<file path="src/rtl/mole_round_scheduler.sv">
`default_nettype none
// ============================================================================
// Module  : mole_round_scheduler
// Purpose : whack-a-mole game sequencer (quiet gap, lit show window, scoring)
// Revision: 1.0  initial release
// ============================================================================
module mole_round_scheduler #(
    parameter int         NUM_MOLES  = 4,
    parameter int         GAP_TICKS  = 250,
    parameter int         SHOW_TICKS = 500,
    parameter int         NUM_ROUNDS = 20,
    parameter int         TICK_W     = 10,
    parameter logic [7:0] LFSR_SEED  = 8'hA5
) (
    input  logic                 clk_in,
    input  logic                 rst_n,
    input  logic                 tick,
    input  logic                 start,
    input  logic [NUM_MOLES-1:0] hit,
    output logic [NUM_MOLES-1:0] mole_oh,
    output logic                 busy,
    output logic [7:0]           score,
    output logic [7:0]           misses,
    output logic                 round_done,
    output logic                 game_done
);

    localparam int                c_IDX_W      = $clog2(NUM_MOLES);
    localparam logic [TICK_W-1:0] c_GAP_LOAD   = TICK_W'(GAP_TICKS - 1);
    localparam logic [TICK_W-1:0] c_SHOW_LOAD  = TICK_W'(SHOW_TICKS - 1);
    localparam logic [7:0]        c_LAST_ROUND = 8'(NUM_ROUNDS);

    typedef enum logic [1:0] {
        S_IDLE = 2'd0,
        S_GAP  = 2'd1,
        S_SHOW = 2'd2,
        S_DONE = 2'd3
    } state_t;

    state_t                state_q,      state_d;
    logic [TICK_W-1:0]     tick_cnt_q,   tick_cnt_d;
    logic [7:0]            round_q,      round_d;
    logic [7:0]            lfsr_q,       lfsr_d;
    logic [NUM_MOLES-1:0]  mole_oh_q,    mole_oh_d;
    logic                  busy_q,       busy_d;
    logic [7:0]            score_q,      score_d;
    logic [7:0]            misses_q,     misses_d;
    logic                  round_done_q, round_done_d;
    logic                  game_done_q,  game_done_d;
    logic                  round_end;

    always_comb begin
        state_d      = state_q;
        tick_cnt_d   = tick_cnt_q;
        round_d      = round_q;
        mole_oh_d    = mole_oh_q;
        busy_d       = busy_q;
        score_d      = score_q;
        misses_d     = misses_q;
        round_done_d = 1'b0;
        game_done_d  = 1'b0;
        round_end    = 1'b0;
        // Free-running x^8+x^6+x^5+x^4+1 so the mole sequence depends on start timing
        lfsr_d       = {lfsr_q[6:0], lfsr_q[7] ^ lfsr_q[5] ^ lfsr_q[4] ^ lfsr_q[3]};

        case (state_q)
            S_IDLE, S_DONE: begin
                if (start) begin
                    state_d    = S_GAP;
                    busy_d     = 1'b1;
                    score_d    = 8'd0;
                    misses_d   = 8'd0;
                    round_d    = 8'd0;
                    tick_cnt_d = c_GAP_LOAD;
                end
            end
            S_GAP: begin
                if (tick) begin
                    if (tick_cnt_q == '0) begin
                        state_d    = S_SHOW;
                        tick_cnt_d = c_SHOW_LOAD;
                        mole_oh_d  = NUM_MOLES'(1) << lfsr_q[c_IDX_W-1:0];
                    end else begin
                        tick_cnt_d = tick_cnt_q - 1'b1;
                    end
                end
            end
            S_SHOW: begin
                // A correct hit outranks a timeout tick arriving in the same cycle
                if (|(hit & mole_oh_q)) begin
                    round_end = 1'b1;
                    score_d   = (score_q != 8'hFF) ? score_q + 8'd1 : score_q;
                end else if (tick) begin
                    if (tick_cnt_q == '0) begin
                        round_end = 1'b1;
                        misses_d  = (misses_q != 8'hFF) ? misses_q + 8'd1 : misses_q;
                    end else begin
                        tick_cnt_d = tick_cnt_q - 1'b1;
                    end
                end
                if (round_end) begin
                    mole_oh_d    = '0;
                    round_done_d = 1'b1;
                    round_d      = round_q + 8'd1;
                    if (round_q + 8'd1 == c_LAST_ROUND) begin
                        state_d     = S_DONE;
                        busy_d      = 1'b0;
                        game_done_d = 1'b1;
                    end else begin
                        state_d    = S_GAP;
                        tick_cnt_d = c_GAP_LOAD;
                    end
                end
            end
            default: state_d = S_IDLE;
        endcase
    end

    always_ff @(posedge clk_in) begin
        if (!rst_n) begin
            state_q      <= S_IDLE;
            tick_cnt_q   <= '0;
            round_q      <= 8'd0;
            lfsr_q       <= LFSR_SEED;
            mole_oh_q    <= '0;
            busy_q       <= 1'b0;
            score_q      <= 8'd0;
            misses_q     <= 8'd0;
            round_done_q <= 1'b0;
            game_done_q  <= 1'b0;
        end else begin
            state_q      <= state_d;
            tick_cnt_q   <= tick_cnt_d;
            round_q      <= round_d;
            lfsr_q       <= lfsr_d;
            mole_oh_q    <= mole_oh_d;
            busy_q       <= busy_d;
            score_q      <= score_d;
            misses_q     <= misses_d;
            round_done_q <= round_done_d;
            game_done_q  <= game_done_d;
        end
    end

    assign mole_oh    = mole_oh_q;
    assign busy       = busy_q;
    assign score      = score_q;
    assign misses     = misses_q;
    assign round_done = round_done_q;
    assign game_done  = game_done_q;

endmodule
`default_nettype wire

</file>
<file path="config.mk">
export PLATFORM = sky130hd
export DESIGN_NAME = mole_round_scheduler
export DESIGN_NICKNAME = d
export VERILOG_FILES = /design/src/rtl/mole_round_scheduler.sv
export SDC_FILE = /design/constraint.sdc
export NUM_CORES = 1
export LEC_CHECK = 0
export ABC_CLOCK_PERIOD_IN_PS = 5660
export CAP_MARGIN = 20
export CORE_UTILIZATION = 40
export CTS_BUF_LIST = sky130_fd_sc_hd__clkbuf_4 sky130_fd_sc_hd__clkbuf_8
export DETAILED_ROUTE_END_ITERATION = 10
export PLACE_DENSITY = 0.6
export SLEW_MARGIN = 40
export SYNTH_ARGS = -nofsm -noshare
export SYNTH_HDL_FRONTEND = slang
export SYNTH_SLANG_ARGS = --single-unit
</file>
<file path="constraint.sdc">
create_clock -name clk_in -period 5.66 [get_ports clk_in]
set_input_delay 1.132 -clock clk_in [delete_from_list [all_inputs] [get_ports clk_in]]
set_output_delay 1.132 -clock clk_in [all_outputs]
set_load 0.01 [all_outputs]
</file>
== Word-level counts from Yosys, hierarchy flattened ==
Cells that the tools add are included.

* Output and inout port bits: 23
* Latch bits: 0
* Memory bits (writable): 0
* Input bits: 8
* Register bits: 51
* Memories kept: 0
* Word-level logic and storage cells: 91
* Bits in read-only memories: 0

* Div/mod/pow operators: 0
* $mul: 0
* Order comparisons: 0
* $add $sub $neg: 4
* Bitwise gates (word level): 4
* Shift-type cells: 1
* Mux-type cells: 40
* Equality and inequality tests: 17
* Reductions and logical operators: 15

{| class="wikitable"
|+ Operators by type and width
! operator !! count
|-
| 10-bit 2-to-1 mux || 8
|-
| 8-bit 2-to-1 mux || 8
|-
| 8-bit one-hot mux with 2 select lines || 3
|-
| 10-bit one-hot mux with 3 select lines || 1
|-
| 8-bit by 1-bit adder with 8-bit output, second input constant || 3
|-
| 2-bit != test, second input constant || 11
|-
| 8-bit != test, second input constant || 2
|-
| 4-bit AND reduction || 4
|-
| 4-bit 2-to-1 mux || 3
|-
| 10-bit logical NOT || 1
|-
| 2-bit 2-to-1 mux || 5
|-
| 10-bit by 1-bit subtractor with 10-bit output, second input constant || 1
|-
| 1-bit 2-to-1 mux || 9
|-
| 8-bit by 5-bit == test with 1-bit output, second input constant || 1
|-
| 4-bit one-hot mux with 2 select lines || 1
|-
| 2-bit one-hot mux with 3 select lines || 1
|-
| 3-bit AND reduction || 2
|-
| 6-bit AND reduction || 1
|-
| 4-bit AND || 1
|-
| 2-bit == test, second input constant || 2
|-
| 2-bit AND reduction || 2
|-
| 2-bit nonzero test || 2
|-
| 4-bit OR reduction || 1
|-
| 1-bit by 2-bit << shifter with 4-bit output, first input constant || 1
|-
| 5 further kinds || 7
|}

== Depth between registers and ports, before layout ==
Gate-level depths: netlist of the first run.

* Depth after elaboration: 7
* Depth in mapped cells: 11
* Mapped depth without buffers: 10

== Worst setup path before layout of the first run ==
OpenSTA, ideal clock, no wires.

* Path kind: input to register
* Start: input port hit[0]
* End: register tick_cnt_q[2]
* Data arrival time: 2.449 ns
* Buffers on the path: 1
* Library setup time: 0.091 ns
* Required time: 5.569 ns
* Slack: 3.120 ns
* Cell stages on the path: 7
* Cells stage by stage: a22oi_1 -> nand3_1 -> clkbuf_1 -> nor3b_1 -> xor2_1 -> nand3_1 -> a311oi_1

* Longest elaborated chain between the ends: 6
* Elaborated cells between the ends (all ways): 8
* Those cells by class: mux (6); bitwise (1); reduce/logical (1)

{| class="wikitable"
|+ RTL lines
! what !! line !! text
|-
| start, declared || 19 || <nowiki>input logic [NUM_MOLES-1:0] hit,</nowiki>
|-
| 4-bit AND (*) || 90 || <nowiki>if (|(hit & mole_oh_q)) begin</nowiki>
|-
| 4-bit OR reduction (*) || 90 ||
|-
| 10-bit 2-to-1 mux / 1-bit 2-to-1 mux (equally long branches) || 90 ||
|-
| 10-bit 2-to-1 mux / 1-bit 2-to-1 mux (equally long branches) || 105, 66 ||
|-
| 10-bit 2-to-1 mux (*) || 101 || <nowiki>if (round_end) begin</nowiki>
|-
| 10-bit one-hot mux with 3 select lines (*) || 66 || <nowiki>case (state_q)</nowiki>
|-
| end signal, assigned || 133 || <nowiki>tick_cnt_q <= tick_cnt_d;</nowiki>
|-
| end, declared || 41 || <nowiki>logic [TICK_W-1:0] tick_cnt_q, tick_cnt_d;</nowiki>
|}

Mark *: on every way between the ends. The rest lies on a longest branch, timed or not. The select of a mux whose other input is x is not followed.
A chain may end at the register's enable or synchronous reset.

== Final worst setup path of the first run ==
* Start: input port hit[0]
* End: register tick_cnt_q[5]

Same word-level chain as after synthesis.

==> results by group, run 1 <==
Synth
  – Avg Cell Area, Syn: 8.256 um2
  – Mapped Area: 2856 um2
  – Most common cell in the synthesized netlist: dfxtp_1
  – Synth Area in Simple Gates: 29.00%
  – Largest cells by area after synthesis: dfxtp_1 36%, o21ai_0 5.4%, xor2_1 5.2%, nor2_1 4.9%, ha_1 3.5%
  – Synth unique cells: 59
  – Synth area leader: dfxtp_1
  – Xor/xnor share of the synthesized area: 7.052%
  – Post-synthesis mux area share: 0.3942%
  – Main flop type after synthesis: dfxtp_1
  – Yosys top cell area share: 35.74%
  – Syn nets: 362
  – Yosys warning total: 0
  – Asr flop ratio synth: 0%
  – Post-synthesis register bit count: 51
  – Sequential-to-total area share from yosys stat: 35.74%
  – Compound-Gate Fraction of Synth Area: 19.93%
  – Number of synthesized flops with an enable pin: 0
  – Cells after synthesis: 346
  – Synth top cells by count: 51 x dfxtp_1, 37 x nor2_1, 31 x o21ai_0, 25 x nand2_1, 18 x a21oi_1
  – Combinational family with the most area after synthesis: simple AND/OR/NAND/NOR gates
  – Post-synthesis adder-cell area fraction: 3.504%

Timing
  – Fin Setup TNS: 0 ps
  – RSZ-0062 raised after global routing: no
  – Max Clock Freq: 326.4 MHz
  – Max-slew violations: 0
  – Hold Vio Cnt, Final: 0
  – Worst-margin pin slew: 647.8 ps
  – Minimum clock period: 3064 ps
  – Clock Skews: 3.080 ps
  – PnR worst setup slack: 2596 ps
  – Tcrit/Tclk final: 54.14%
  – Slew headroom: 56.45%
  – Final setup vio count: 0

Placement
  – Routability Congestion: 0.7813
  – Buffers on Ports: 30
  – Dpl cells: 456
  – Pre-CTS setup slack: 2299 ps
  – Area post-placement: 3207 um2
  – Post-DP HPWL: 4582 um

CTS
  – CTS Root Buffer Type: clkbuf_8
  – CTS resizes: 0
  – Setup Buffers After CTS: 0
  – CTS Sinks: 51
  – CTS tree: done
  – H-tree Lvls: 2
  – CTS Buf Count: 5
  – Clock tree buffer depth: 2
  – Worst skew pair latency: 300 ps
  – Clk pin slew, worst setup/hold paths: 90 ps
  – Hold_buf cts: 0

Global route
  – Largest net degree at the start of global routing: 30
  – Global-route wire length before repair: 11060 um
  – Initial antenna violation count: 0
  – Vias in the first global route: 2309
  – GRT overflow: 0
  – All-Layer GR Usage: 18.34%

Detailed routing
  – Post-route DRC violation count: 0
  – Via count: 2551
  – DRT Pass-1 Iters: 4
  – Wire per inst: 14.14 um
  – DR iter-0 viols: 119
  – Routed Antenna Nets: 0
  – Detailed Route WL: 6546 um
  – Vias per cell: 5.510

Critical path
  – WS Path Type: in2reg
  – Crit Path Max Fanout: 12
  – Worst Setup End Kind: register
  – Req. time, crit path: 5870 ps
  – Worst setup SP type: input pin
  – CP arrival: 3280 ps

Floorplanning
  – Die area: 7483 um2
  – Die Height: 86.51 um
  – # rows: 30
  – Starting Density: 41.81%
  – Core ar.: 6832 um2
  – Die Span X: 86.51 um
  – Num ports: 31

Cells and area
  – Layout cells sized above 1: 7.084%
  – Multi-input gate area: 1719 um2
  – Antenna cells: 0
  – Area Growth Syn to Fin: 16.21%
  – Filler Cell Count: 691
  – Final Cell Area: 3319 um2
  – Post-route insts no fill: 463
  – FF+latch area: 1021 um2
  – Fin nets: 383

Min path
  – Hold WC Path Type: reg2reg

Status
  – Status: complete, no violations

Pwr
  – P per Cell Area: 406.0 nW/um2
  – Peak supply drop: 0.2415 mV
  – Leakage power: 0.001199 uW

Run
  – Max Cap Viol: 0
==> worst max-delay path, stage by stage <==
cell and delay [ps]:
clkdlybuf4s50_1 400, a22oi_1 280, nand3_1 470, nor2_1 460, o22a_1 190, o21ai_0 80, a311oi_1 260
==> final timing paths <==
| kind | cells after the start | from | slack, ps | end |
|---|---|---|---|---|
| hold / removal | 1 | lfsr_q[6] | 440 | lfsr_q[7] |
| setup reg to reg | 9 | tick_cnt_q[0] | 3190 | misses[0] |
| hold reg to reg | 1 | lfsr_q[6] | 440 | lfsr_q[7] |
| setup / recovery | 7 | hit[0] | 2600 | tick_cnt_q[5] |
==> power breakdown <==
group,leakage [uW],switching [uW],total (uW),internal [uW]
Clock,0.0000547,118,252,135
Combinational,0.000729,404,647,242
Sequential,0.000416,49.7,449,399
Total,0.00120,572,1350,776
==> logic make-up (layout without fill, tap and decap cells) <==
group	Yosys count	after routing
buffers and inverters	28	49
and+or+nand+nor	150	150
DFF	51	51
adders and majority gates	8	8
AOI/OAI and AO/OA	85	85
muxes	1	1
xor gates and xnor gates	23	23
==> flip-flops by register name, indices dropped and copies added, names as in the netlist, 2 cells and up <==
register and cells:
misses 8, mole_oh 4, lfsr_q 8, tick_cnt_q 10, score 8, state_q 2
round_q 8
==> cell type report <==
type	count	area share (%)
repair buffers	32	9.348
flip-flops and latches	51	30.76
inverters	10	1.282
clock inverters	1	0.9046
multi-input cells	267	51.79
well taps	96	3.619
clock buffers	6	2.299
==> metrics by stage <==
stage | util (%) | power [uW] | hold WS (ps)
6_report | 48.59 | 1348 | 436.9
5_1_grt | 48.59 | 1450 | 465.4
4_1_cts | 48.50 | 1349 | 436.4
3_5_place_dp | 46.94 | 1090 | 398.2
3_3_place_gp | 46.98 | 1088 | 398.9
2_1_floorplan | - | 956.3 | 386.3
==> cells in the final DEF, fill, tap and decap left out, types with 5 or more instances in the layout <==
master,instances
dfxtp_1,51
nor2_1,36
o21ai_0,31
clkdlybuf4s50_1,29
nand2_1,25
a21oi_1,18
nand3_1,17
xor2_1,17
nand4_1,11
inv_1,9
and3_1,9
ha_1,8
and2_1,7
nand2b_1,7
nand4b_1,7
xnor2_1,6
nor2b_1,5
o31ai_1,5
clkbuf_8,5
==> routing by layer <==
metal / part of all wire (%) / up-vias / track usage [%]
li1: - / 1295 / -
met1: 49 / 1195 / 25.03
met2: 46 / 55 / 30.23
met3: 4.4 / 6 / 3.143
met4: 0.78 / 0 / 4.242
met5: 0 / - / 0
(Power assumes the default switching activity.)
==> run 2, diff against run 1 <==
--- a/config.mk
+++ b/config.mk
@@ -5,12 +5,12 @@
 export SDC_FILE = /design/constraint.sdc
 export NUM_CORES = 1
 export LEC_CHECK = 0
-export ABC_CLOCK_PERIOD_IN_PS = 5660
+export ABC_CLOCK_PERIOD_IN_PS = 2800
 export CAP_MARGIN = 20
 export CORE_UTILIZATION = 40
 export CTS_BUF_LIST = sky130_fd_sc_hd__clkbuf_4 sky130_fd_sc_hd__clkbuf_8
 export DETAILED_ROUTE_END_ITERATION = 10
-export PLACE_DENSITY = 0.6
+export PLACE_DENSITY = 0.62
 export SLEW_MARGIN = 40
 export SYNTH_ARGS = -nofsm -noshare
 export SYNTH_HDL_FRONTEND = slang
==> constraint.sdc (replaced) <==
create_clock -name clk_in -period 2.8 [get_ports clk_in]
set_input_delay 0.56 -clock clk_in [delete_from_list [all_inputs] [get_ports clk_in]]
set_output_delay 0.56 -clock clk_in [all_outputs]
set_load 0.01 [all_outputs]
==> run 2 against run 1 <==
Against the previous run:
- clock skew grew 6.2 ps
- wire length grew 2.9%
- count of clock-buffer cells in the layout grew 1
==> results by group, run 2 (synthesized netlist as in run 1, its figures left out) <==
Cells and area
  – Max reg flops: 10
  – Final Util: 49.60%
  – Most frequent cells in the layout: 51 x dfxtp_1, 37 x nor2_1, 31 x o21ai_0
  – Filler Cell Count: 687
  – Top reg by flops: tick_cnt_q
  – Commonest non-fill, non-tap cell in the layout: dfxtp_1
  – Layout cells sized above 1: 8.995%
  – Fin nets: 393
  – Antenna cells: 0
  – Area Growth Syn to Fin: 18.62%

Critical path
  – Reg2reg start: tick_cnt_q[0]
  – Reg2reg end: tick_cnt_q[9]
  – Crit Path Max Fanout: 7
  – WS Path Type: reg2reg
  – Reg-to-reg slack, setup: 510 ps
  – Worst setup SP type: register
  – Req. time, crit path: 3010 ps
  – R2R depth: 8
  – Worst Setup End Kind: register
  – CP arrival: 2500 ps

Placement
  – Routability Congestion: 0.8368
  – Buffers on Ports: 30
  – Post-DP HPWL: 4766 um
  – Pre-CTS setup slack: 218.9 ps

Min path
  – Hold Path End: lfsr_q[7]
  – Worst Hold Depth: 1
  – Hold WC Path Type: reg2reg
  – Min-delay src: lfsr_q[6]

Timing
  – RSZ-0062 raised after global routing: no
  – Hold Vio Cnt, Final: 0
  – Clock Skews: 9.293 ps
  – Tcrit/Tclk final: 81.73%
  – Minimum clock period: 2288 ps
  – Fin Setup TNS: 0 ps
  – Max Clock Freq: 437.0 MHz
  – Worst-margin pin slew: 602.3 ps
  – Slew headroom: 59.85%
  – Worst Hold Slack: 416.9 ps
  – Final setup vio count: 0
  – PnR worst setup slack: 511.6 ps
  – Max-slew violations: 0

Global route
  – Vias in the first global route: 2467
  – Largest net degree at the start of global routing: 25
  – Initial antenna violation count: 0
  – GRT overflow: 0
  – Global-route wire length before repair: 11420 um
  – All-Layer GR Usage: 19.22%

Run
  – Max Cap Viol: 0

CTS
  – CTS resizes: 0
  – CTS tree: done
  – CTS Buf Count: 5
  – Hold_buf cts: 0
  – CTS Sinks: 51
  – Worst skew pair latency: 310 ps
  – Clk pin slew, worst setup/hold paths: 100 ps
  – H-tree Lvls: 2
  – Setup Buffers After CTS: 0
  – Clock tree buffer depth: 2
  – CTS Root Buffer Type: clkbuf_8

Floorplanning
  – Die area: 7483 um2
  – Core ar.: 6832 um2
  – Die Span X: 86.51 um
  – Die Height: 86.51 um
  – Starting Density: 41.81%
  – # rows: 30
  – Num ports: 31

Detailed routing
  – DR iter-0 viols: 82
  – Via count: 2631
  – Routed Antenna Nets: 0
  – Post-route DRC violation count: 0
  – Wire per inst: 14.21 um
  – Vias per cell: 5.551
  – Detailed Route WL: 6734 um
  – DRT Pass-1 Iters: 4

Pwr
  – Leakage power: 0.001243 uW
  – Total Power: 2763 uW
  – Peak supply drop: 0.3548 mV
  – P per Cell Area: 815.4 nW/um2

Status
  – Status: complete, no violations
==> run 2: routing by layer <==
layer  vias up  routed length, um  track usage (%)
met5         -                  0                0
met4         0                 93            7.121
li1       1315                  -                -
met1      1245               3276            25.04
met2        61               3046            31.75
met3        10                317            3.429
==> run 2: per-stage QoR <==
step	std cells	cell area (um2)
global route	474	3388
CTS	474	3388
global placement	466	3284
finish	474	3388
floorplan	346	2856
detailed placement	466	3284
==> run 2: critical path: stages (launching register included) <==
cell	delay, ps
dfxtp_1	340
inv_1	100
ha_1	230
nor3b_1	310
and4_1	300
nor2_1	110
or2_1	360
and4_1	240
a32o_1	190
==> run 2: where the power goes <==
group / total (uW) / internal, uW / switching [uW]
registers: 913 / 807 / 106
clock network: 478 / 225 / 253
logic: 1370 / 543 / 828
==> run 2: final cells by class <==
type / instances / area, um2 / share of cell area [%]
clock buffers: 7 / 96.34 / 2.843
clock inverters: 1 / 7.507 / 0.2216
inverters: 10 / 42.54 / 1.256
multi-input cells: 267 / 1710 / 50.48
flip-flops and latches: 51 / 1021 / 30.13
well taps: 96 / 120.1 / 3.545
repair buffers: 42 / 390.4 / 11.52
==> run 2: worst max path at each step <==
stage / endpoint / slack, ps / start
floorplan: misses[0] / 780 / tick_cnt_q[0]
global placement: tick_cnt_q[6] / 280 / hit[0]
detailed placement: tick_cnt_q[6] / 220 / hit[0]
CTS: tick_cnt_q[9] / 520 / tick_cnt_q[0]
global route: state_q[0] / 320 / tick_cnt_q[0]
finish: tick_cnt_q[9] / 510 / tick_cnt_q[0]
==> RTL edit: new RTL, config.mk and constraints of run 2 <==
Put one more register stage on the output `score`. The value now appears one clock later. The other outputs are not delayed to match.
--- a/src/rtl/mole_round_scheduler.sv
+++ b/src/rtl/mole_round_scheduler.sv
@@ -146,3 +146,5 @@
     assign busy       = busy_q;
-    assign score      = score_q;
+    always_ff @(posedge clk_in) begin
+        score <= score_q;
+    end
     assign misses     = misses_q;
Function: no difference found for any inputs over 10 cycles, from zero or initial values and one cycle with rst_n low; that may be too few to reach the edited logic, so the function may still have changed.
==> RTL edit against run 2 <==
  * Synthesized area is 6.2% higher
  * Routed wire length grew 8.6%
  * Sequential cell count is 8 higher
  * Critical endpoint is now tick_cnt_q[0]
  * First-iteration DRC count grew 49%
  * Total power rose by 21%
  * Design area is 11% higher
  * Setup slack worse by 0.34 ns
  * Die area increased by 6.1%
==> RTL edit: results <==
{
  "wl_met3_um": 254,
  "syn-num-nets": 369,
  "post-place-ws_ns": 0.0709,
  "finalNetCount": 413,
  "power_frac_clock": 0.261,
  "post_dp_cell_area_um2": 3510,
  "wl_met1_um": 3610,
  "final_cells": 501,
  "cts_inserted_buffers": 9,
  "syn_area_per_cell_um2": 8.60,
  "grt_pass1_vias": 2364,
  "insertion_delay_ns": 0.34,
  "fin_skew_ns": 0.0108,
  "h-tree-depth": 3,
  "drive_gt1_frac": 0.144,
  "vias": 2710,
  "arrival_ns": 2.87,
  "synthXorXnorAreaFrac": 0.0346,
  "synth-adder-area-share": 0.0330,
  "p_leak_nw": 1.38,
  "internal_power_mw": 2.05,
  "n_fill_cell": 720,
  "synth_cell_types": 57,
  "slowest_stage": "or4b_1",
  "grt_pass1_wl_um": 11700,
  "wl_per_cell_um": 14.6,
  "gp_congestion": 0.842,
  "drtIter0Drc": 122,
  "multi_input_area_um2": 1720,
  "critPathMaxStageDelay_ns": 0.64,
  "synth_area_leaders": "dfxtp_1 39%, a21oi_1 4.8%, nand2_1 3.3%",
  "yosysSeqAreaShare": 0.389,
  "crit_end": "tick_cnt_q[0]",
  "ir_drop_mv": 0.574,
  "synth-compound-area-share": 0.227,
  "grt_start_max_net_pins": 22,
  "path_max_fanout": 8,
  "synthTopCellsByCount": "59 x dfxtp_1, 29 x a21oi_1, 27 x nand2_1, 24 x nor2_1, 18 x clkbuf_1",
  "clk_pin_slew_ns": 0.07,
  "status": "finished clean",
  "p_comb_mw": 1.46
}
==> RTL edit: changes by cell type after synthesis, moves of 7 or more <==
| cell | delta |
|---|---|
| xor2_1 | -10 |
| a21oi_1 | +11 |
| dfxtp_1 | +8 |
| o21ai_0 | -16 |
| nor2_1 | -13 |
| a31oi_1 | +7 |
==> RTL edit: area by class of cell <==
class                           count  share of cell area
Clock buffer                        9              0.0329
Clock inverter                      7              0.0266
Inverter                           12              0.0120
Multi-Input combinational cell    262               0.457
Sequential cell                    59               0.313
Tap cell                           99              0.0329
Timing Repair Buffer               53               0.125
==> RTL edit: per-layer routing <==
| metal | vias up | global-route usage |
|---|---|---|
| li1 | 1396 | - |
| met1 | 1256 | 0.261 |
| met2 | 49 | 0.306 |
| met3 | 9 | 0.0609 |
| met4 | 0 | 0.0519 |
| met5 | - | 0 |
==> RTL edit: how the worst min path moves through the flow <==
| stage | slack, ns | end | from | cells after the start |
|---|---|---|---|---|
| 6_report | 0.39 | score[5] | score_q[5] | 0 |
| 5_1_grt | 0.40 | score[5] | score_q[5] | 0 |
| 4_1_cts | 0.39 | score[5] | score_q[5] | 0 |
| 3_5_place_dp | 0.38 | score[5] | score_q[5] | 0 |
| 3_3_place_gp | 0.37 | score[7] | score_q[7] | 0 |
| 2_1_floorplan | 0.36 | score[7] | score_q[7] | 0 |
==> RTL edit: logic make-up (layout without fill, tap and decap cells) <==
| kind of cell | after synthesis | after routing |
|---|---|---|
| XOR/XNOR | 12 | 12 |
| AO/OA/AOI/OAI | 100 | 100 |
| flip-flops | 59 | 59 |
| buffers and inverters | 32 | 81 |
| multiplexers | 7 | 7 |
| AND/OR/NAND/NOR | 135 | 135 |
| adder cells (fa/ha/maj) | 8 | 8 |
